$ cat config.mk
export PLATFORM = sky130hd
export DESIGN_NAME = multi_cycle_cpu_flat
export DESIGN_NICKNAME = d
export VERILOG_FILES = /design/src/rtl/multi_cycle_cpu_if.sv /design/src/rtl/multi_cycle_cpu.sv /design/src/flat_wrapper.sv
export SDC_FILE = /design/constraint.sdc
export NUM_CORES = 2
export LEC_CHECK = 0
export CORE_UTILIZATION = 50
export CTS_CLUSTER_DIAMETER = 200
export DETAILED_ROUTE_END_ITERATION = 16
export PLACE_DENSITY = 0.75
export SLEW_MARGIN = 30
export SYNTH_ARGS = -nofsm -noshare
export SYNTH_HDL_FRONTEND = slang
export SYNTH_SLANG_ARGS = --single-unit
$ cat constraint.sdc
create_clock -name clk -period 7.9 [get_ports clk]
set_input_delay 1.58 -clock clk [delete_from_list [all_inputs] [get_ports clk]]
set_output_delay 1.58 -clock clk [all_outputs]
set_load 0.01 [all_outputs]
$ cat src/rtl/multi_cycle_cpu_if.sv
// multi_cycle_cpu_if: unified memory port with req/ready handshake
interface multi_cycle_cpu_if #(
    parameter int ADDR_W = 32
);
    logic              req;
    logic              we;
    logic [ADDR_W-1:0] addr;
    logic [31:0]       wdata;
    logic [31:0]       rdata;
    logic              ready;

    modport master (output req, we, addr, wdata, input rdata, ready);
    modport slave  (input req, we, addr, wdata, output rdata, ready);
endinterface

$ cat src/rtl/multi_cycle_cpu.sv
// multi_cycle_cpu: FSM-sequenced MIPS subset core on one shared memory port (MCPU_BNE_EN adds bne)
module multi_cycle_cpu #(
    parameter int                ADDR_W   = 32,
    parameter logic [ADDR_W-1:0] RESET_PC = '0
) (
    input  logic                     clk,
    input  logic                     rst,
    multi_cycle_cpu_if.master        bus,
    output logic [ADDR_W-1:0]        pc,
    output logic [31:0]              inst,
    output logic [2:0]               state,
    output logic                     halted,
    output logic                     illegal
);
    typedef enum logic [2:0] {FETCH, DECODE, EXEC, MEM, WB, HALT} state_t;

    localparam logic [5:0] OP_R = 6'h00, OP_J = 6'h02, OP_BEQ = 6'h04, OP_BNE = 6'h05;
    localparam logic [5:0] OP_ADDI = 6'h08, OP_LW = 6'h23, OP_SW = 6'h2B;
    localparam logic [5:0] FN_ADD = 6'h20, FN_SUB = 6'h22, FN_AND = 6'h24, FN_OR = 6'h25, FN_SLT = 6'h2A;

    state_t      st;
    logic [31:0] rf [32];
    logic [31:0] a, b, alu_out, mdr;

    logic [5:0]        op, fn;
    logic [4:0]        rs, rt, rd, wd;
    logic [31:0]       imm, pc_ext, jt, br_t, alu_res, wv;
    logic              is_r, r_ok, is_bne, legal, take;
    logic [ADDR_W-1:0] pc4, br_pc;

    assign state  = st;
    assign op     = inst[31:26];
    assign fn     = inst[5:0];
    assign rs     = inst[25:21];
    assign rt     = inst[20:16];
    assign rd     = inst[15:11];
    assign imm    = {{16{inst[15]}}, inst[15:0]};
    assign is_r   = op == OP_R;
    assign r_ok   = fn == FN_ADD || fn == FN_SUB || fn == FN_AND || fn == FN_OR || fn == FN_SLT;
`ifdef MCPU_BNE_EN
    assign is_bne = op == OP_BNE;
`else
    assign is_bne = 1'b0;
`endif
    assign legal  = (is_r && r_ok) || op == OP_LW || op == OP_SW || op == OP_ADDI
                    || op == OP_BEQ || op == OP_J || is_bne;
    assign pc4    = pc + ADDR_W'(4);
    assign pc_ext = 32'(pc);
    assign jt     = (pc_ext & 32'hF000_0000) | {4'b0, inst[25:0], 2'b00};
    assign br_t   = pc_ext + (imm << 2);
    assign take   = is_bne ? a != b : a == b;
    assign br_pc  = take ? ADDR_W'(alu_out) : pc;
    assign alu_res = !is_r         ? a + imm :
                     fn == FN_SUB  ? a - b :
                     fn == FN_AND  ? a & b :
                     fn == FN_OR   ? a | b :
                     fn == FN_SLT  ? {31'b0, $signed(a) < $signed(b)} : a + b;
    assign wd     = is_r ? rd : rt;
    assign wv     = op == OP_LW ? mdr : alu_out;

    // Control FSM, datapath registers and registered memory-port outputs
    always_ff @(posedge clk) begin
        if (rst) begin
            st        <= FETCH;
            pc        <= RESET_PC;
            inst      <= '0;
            a         <= '0;
            b         <= '0;
            alu_out   <= '0;
            mdr       <= '0;
            bus.req   <= 1'b0;
            bus.we    <= 1'b0;
            bus.addr  <= RESET_PC;
            bus.wdata <= '0;
            halted    <= 1'b0;
            illegal   <= 1'b0;
            for (int i = 0; i < 32; i++) rf[i] <= '0;
        end else begin
            case (st)
                FETCH: begin
                    if (!bus.req) begin
                        bus.req  <= 1'b1;
                        bus.addr <= pc;
                    end else if (bus.ready) begin
                        inst    <= bus.rdata;
                        pc      <= pc4;
                        bus.req <= 1'b0;
                        st      <= DECODE;
                    end
                end
                DECODE: begin
                    a       <= rf[rs];
                    b       <= rf[rt];
                    alu_out <= br_t;
                    if (!legal) begin
                        st      <= HALT;
                        halted  <= 1'b1;
                        illegal <= 1'b1;
                    end else if (op == OP_J) begin
                        pc       <= ADDR_W'(jt);
                        bus.req  <= 1'b1;
                        bus.addr <= ADDR_W'(jt);
                        st       <= FETCH;
                    end else begin
                        st <= EXEC;
                    end
                end
                EXEC: begin
                    if (op == OP_BEQ || is_bne) begin
                        pc       <= br_pc;
                        bus.req  <= 1'b1;
                        bus.addr <= br_pc;
                        st       <= FETCH;
                    end else begin
                        alu_out <= alu_res;
                        if (op == OP_LW || op == OP_SW) begin
                            bus.req   <= 1'b1;
                            bus.we    <= op == OP_SW;
                            bus.addr  <= ADDR_W'({alu_res[31:2], 2'b00});
                            bus.wdata <= b;
                            st        <= MEM;
                        end else begin
                            st <= WB;
                        end
                    end
                end
                MEM: begin
                    if (bus.ready) begin
                        mdr    <= bus.rdata;
                        bus.we <= 1'b0;
                        if (op == OP_SW) begin
                            bus.addr <= pc;
                            st       <= FETCH;
                        end else begin
                            bus.req <= 1'b0;
                            st      <= WB;
                        end
                    end
                end
                WB: begin
                    if (wd != 5'd0) rf[wd] <= wv;
                    bus.req  <= 1'b1;
                    bus.addr <= pc;
                    st       <= FETCH;
                end
                default: ;
            endcase
        end
    end
endmodule

$ cat src/flat_wrapper.sv
// flat-port wrapper written by rule: the top's interface ports become plain ports
module multi_cycle_cpu_flat 
#(
    parameter int                ADDR_W   = 32,
    parameter logic [ADDR_W-1:0] RESET_PC = '0
)
  (clk, rst, pc, inst, state, halted, illegal, bus_req, bus_we, bus_addr, bus_wdata, bus_rdata, bus_ready);
  multi_cycle_cpu_if #(.ADDR_W(ADDR_W)) bus_i ();
  input  logic clk;
  input  logic rst;
  output logic [ADDR_W-1:0] pc;
  output logic [31:0] inst;
  output logic [2:0] state;
  output logic halted;
  output logic illegal;
  output wire logic [$bits(bus_i.req)-1:0] bus_req;
  output wire logic [$bits(bus_i.we)-1:0] bus_we;
  output wire logic [$bits(bus_i.addr)-1:0] bus_addr;
  output wire logic [$bits(bus_i.wdata)-1:0] bus_wdata;
  input wire logic [$bits(bus_i.rdata)-1:0] bus_rdata;
  input wire logic [$bits(bus_i.ready)-1:0] bus_ready;
  assign bus_req = bus_i.req;
  assign bus_we = bus_i.we;
  assign bus_addr = bus_i.addr;
  assign bus_wdata = bus_i.wdata;
  assign bus_i.rdata = bus_rdata;
  assign bus_i.ready = bus_ready;
  multi_cycle_cpu #(.ADDR_W(ADDR_W), .RESET_PC(RESET_PC)) u_core (.clk(clk), .rst(rst), .bus(bus_i), .pc(pc), .inst(inst), .state(state), .halted(halted), .illegal(illegal));
endmodule
==> run metrics <==
status=finished clean; fill count=around 11000; top cells by count, synth=1246 x nor2_1, 1024 x edfxtp_1, 640 x mux4_2; global route overflow=0; Setup TNS=0 ns; cell count after synthesis=~6000; Worst-path clk slew=0.06 ns; Die Y=between 300 and 400 um; share of cells above drive strength 1=between 15 and 20%; first-pass GRT wire length=357200 um; largest family of logic cells by synthesized area=multiplexers; row count=138; CTS Sinks=1286; WHS Endpoint=u_core.bus.wdata[12]$_SDFFE_PP0P_; Area Overhead vs Synth=11.38%; die area=0.1445 mm^2; Synth Area in Compound Gates=under 10%; post-synthesis mux area share=between 20% and 30%; post-CTS setup buffer count=0; RePlAce Congestion=1.006; CTS root buffer=clkbuf_16; Initial Util=between 50% and 60%; hold_ws=0.4558 ns; number of buffers created by CTS=between 100 and 150; r2r startpoint=u_core.inst[29]$_SDFFE_PP0P_; top-count cell post-synth=nor2_1; Max Clock Skew=~0.043 ns; DR vias=around 54000; Synth Cell Area=around 0.07 mm^2; Die X-Extent=380.1 um; total global-route track usage=between 30% and 40%; Yosys reg bits=between 1000 and 1500; Finished Cell Area=~0.08 mm^2; Area contributors post-synth=edfxtp_1 43%, mux4_2 20%, dfxtp_1 7.3%; largest net degree at the start of global routing=between 150 and 200; vias in the first global route=between 50000 and 60000; Via density=between 6 and 7; relative slew slack=between 20% and 30%; worst r2r path cells=6; worst reg2reg setup slack=slightly below 3 ns; Max-Cap Viols=0; XOR/XNOR Fraction of Synth Area=1.188%; post-CTS sizing=0; Yosys warnings=0; worst endpoint required time=8.32 ns; Fmax achieved=slightly below 200 MHz; CTS max path bufs=3; Worst Setup Path Type=input port to flop; total wire length=approximately 250000 um; area leader, netlist=edfxtp_1; Post-Synth Simple-Gate Area=~11%; Final nets=slightly below 6000; worst skew pair latency=0.82 ns; hold-fix buffers at CTS=0; Wirelength per Cell=approximately 32 um; asr flop ratio synth=0%; area of the core=between 0.1 and 0.15 mm^2; Placed Area=0.07495 mm^2; Max VDD drop=around 0.25 mV; Leak=approximately 25 nW; crit path capture type=flop; max-slew violations=0; post-synthesis adder-cell area fraction=between 2 and 3%; setup ws final=around 2.9 ns; RSZ-0062 raised after global routing=no; Seq/Total Area, Yosys=50.35%; Detailed Routing Iterations Pass 1=9; fin crit period=5.046 ns; Detailed Place HPWL=~170000 um; CTS HTree Levels=4; CTS tree=yes; Worst setup SP type=input port; syn_area_per_cell=between 10 and 15 um^2; number of DRC markers in iteration 0=8767; crit-path max FO=~110; RR Endpoint=u_core.rf[29][23]$_SDFFCE_PN0P_; Ports=170; Setup violations, final=0; Post-synth EDFFs=about 1000; Tightest Pin Transition=~1.1 ns; hold wc startpoint=u_core.bus.wdata[12]$_SDFFE_PP0P_; antenna violations before repair=13; Setup WS pre-CTS=approximately 2.3 ns; Worst Hold Class=flop to flop; Cell variety after synth=slightly below 100; arrival time at the worst endpoint=about 5.5 ns; Hold Violations, Final=0; Worst Hold Path Cells=2; Final ANT Viol Nets=0; DRC errors left=0; Top FF cell, synth=edfxtp_1; Synth top area share=43.01%; Cell Pwr Density=approximately 240 mW/mm^2; crit share post-route=between 60% and 70%; buffers added on ports=approximately 170
## logic make-up (layout without fill, tap and decap cells)
kind of cell	after synthesis	count (layout)
AND/OR/NAND/NOR	1933	1933
flip-flops	1286	1286
AO/OA/AOI/OAI	949	949
multiplexers	773	773
buffers and inverters	660	652
adder cells (fa/ha/maj)	163	163
XOR/XNOR	97	97
other	1	40
## worst max-delay path: stages
cell and delay, ns:
buf_8 0.21, inv_2 0.61, nand3_1 0.47, nor4_2 0.81, nand2_2 0.69, nand2_2 0.93
## cells in the final DEF, fill, tap and decap left out, drive strengths merged, types with 14 or more instances in the layout
cell type,instances
nor2,1247
edfxtp,1024
mux4,640
nand2,414
a21oi,315
dfxtp,262
o21ai,189
clkbuf,170
clkdlybuf4s50,168
ha,159
inv,131
mux2i,131
buf,105
a211oi,95
xnor2,63
clkinv,62
nor3,58
nand3,49
a21o,39
a31oi,38
o211ai,35
xor2,34
conb,32
a221oi,30
o31ai,26
and3,25
o221ai,22
nor2b,21
nand4,20
nand2b,20
nor4,19
o21bai,18
or3,14
## power by group
| part | switching (mW) | total [mW] | internal, mW |
|---|---|---|---|
| clock | 2.91 | 6.71 | 3.80 |
| sequential | 0.416 | 8.03 | 7.62 |
| combinational | 2.82 | 4.41 | 1.59 |
## area by class of cell
| cell class | instances | area [um^2] | share of cell area [%] |
|---|---|---|---|
| Sequential cell | 1286 | 36030 | 45.25 |
| Antenna cell | 8 | 20.02 | 0.02514 |
| Clock buffer | 170 | 3697 | 4.643 |
| Inverter | 124 | 465.4 | 0.5846 |
| Clock inverter | 85 | 933.4 | 1.172 |
| Tap cell | 1890 | 2365 | 2.970 |
| Timing Repair Buffer | 273 | 2621 | 3.292 |
| Multi-Input combinational cell | 3947 | 33490 | 42.06 |
## flip-flops by register name, indices dropped and copies added (netlist names)
signal            cells
u_core.pc            32
u_core.alu_out       32
u_core.halted         1
u_core.b             32
u_core.bus.req        1
u_core.inst          32
u_core.rf          1024
u_core.mdr           32
u_core.bus.we         1
u_core.bus.wdata     32
u_core.a             32
u_core.state          3
u_core.bus.addr      32
## metal layers
| metal | vias to the layer above | track usage (%) | routed length [um] |
|---|---|---|---|
| met2 | 4335 | 50.05 | 108700 |
| li1 | 21917 | - | - |
| met4 | 10 | 20.97 | 18050 |
| met5 | - | 0 | 67 |
| met3 | 642 | 11.23 | 36530 |
| met1 | 26643 | 43.99 | 86740 |
## per-stage QoR
stage | cells | total power, mW | util (%)
floorplan | 5893 | 10.67 | -
CTS | 7775 | 18.95 | 56.14
global route | 7777 | 19.55 | 56.16
detailed placement | 7520 | 12.37 | 52.87
finish | 7783 | 19.14 | 56.17
global placement | 7517 | 12.29 | 52.80
## worst max path at each step
| stage | start | to | slack, ns | depth (start not counted) |
|---|---|---|---|---|
| floorplan | rst | u_core.rf[24][0]$_SDFFCE_PN0P_ | 3.86 | 7 |
| global placement | rst | u_core.rf[25][4]$_SDFFCE_PN0P_ | 1.93 | 6 |
| detailed placement | rst | u_core.rf[25][10]$_SDFFCE_PN0P_ | 2.29 | 6 |
| CTS | u_core.inst[29]$_SDFFE_PP0P_ | u_core.rf[29][0]$_SDFFCE_PN0P_ | 3.07 | 6 |
| global route | rst | u_core.rf[25][30]$_SDFFCE_PN0P_ | 2.81 | 6 |
| finish | rst | u_core.rf[25][30]$_SDFFCE_PN0P_ | 2.85 | 6 |
No activity file was read; power rests on OpenSTA's default activity.
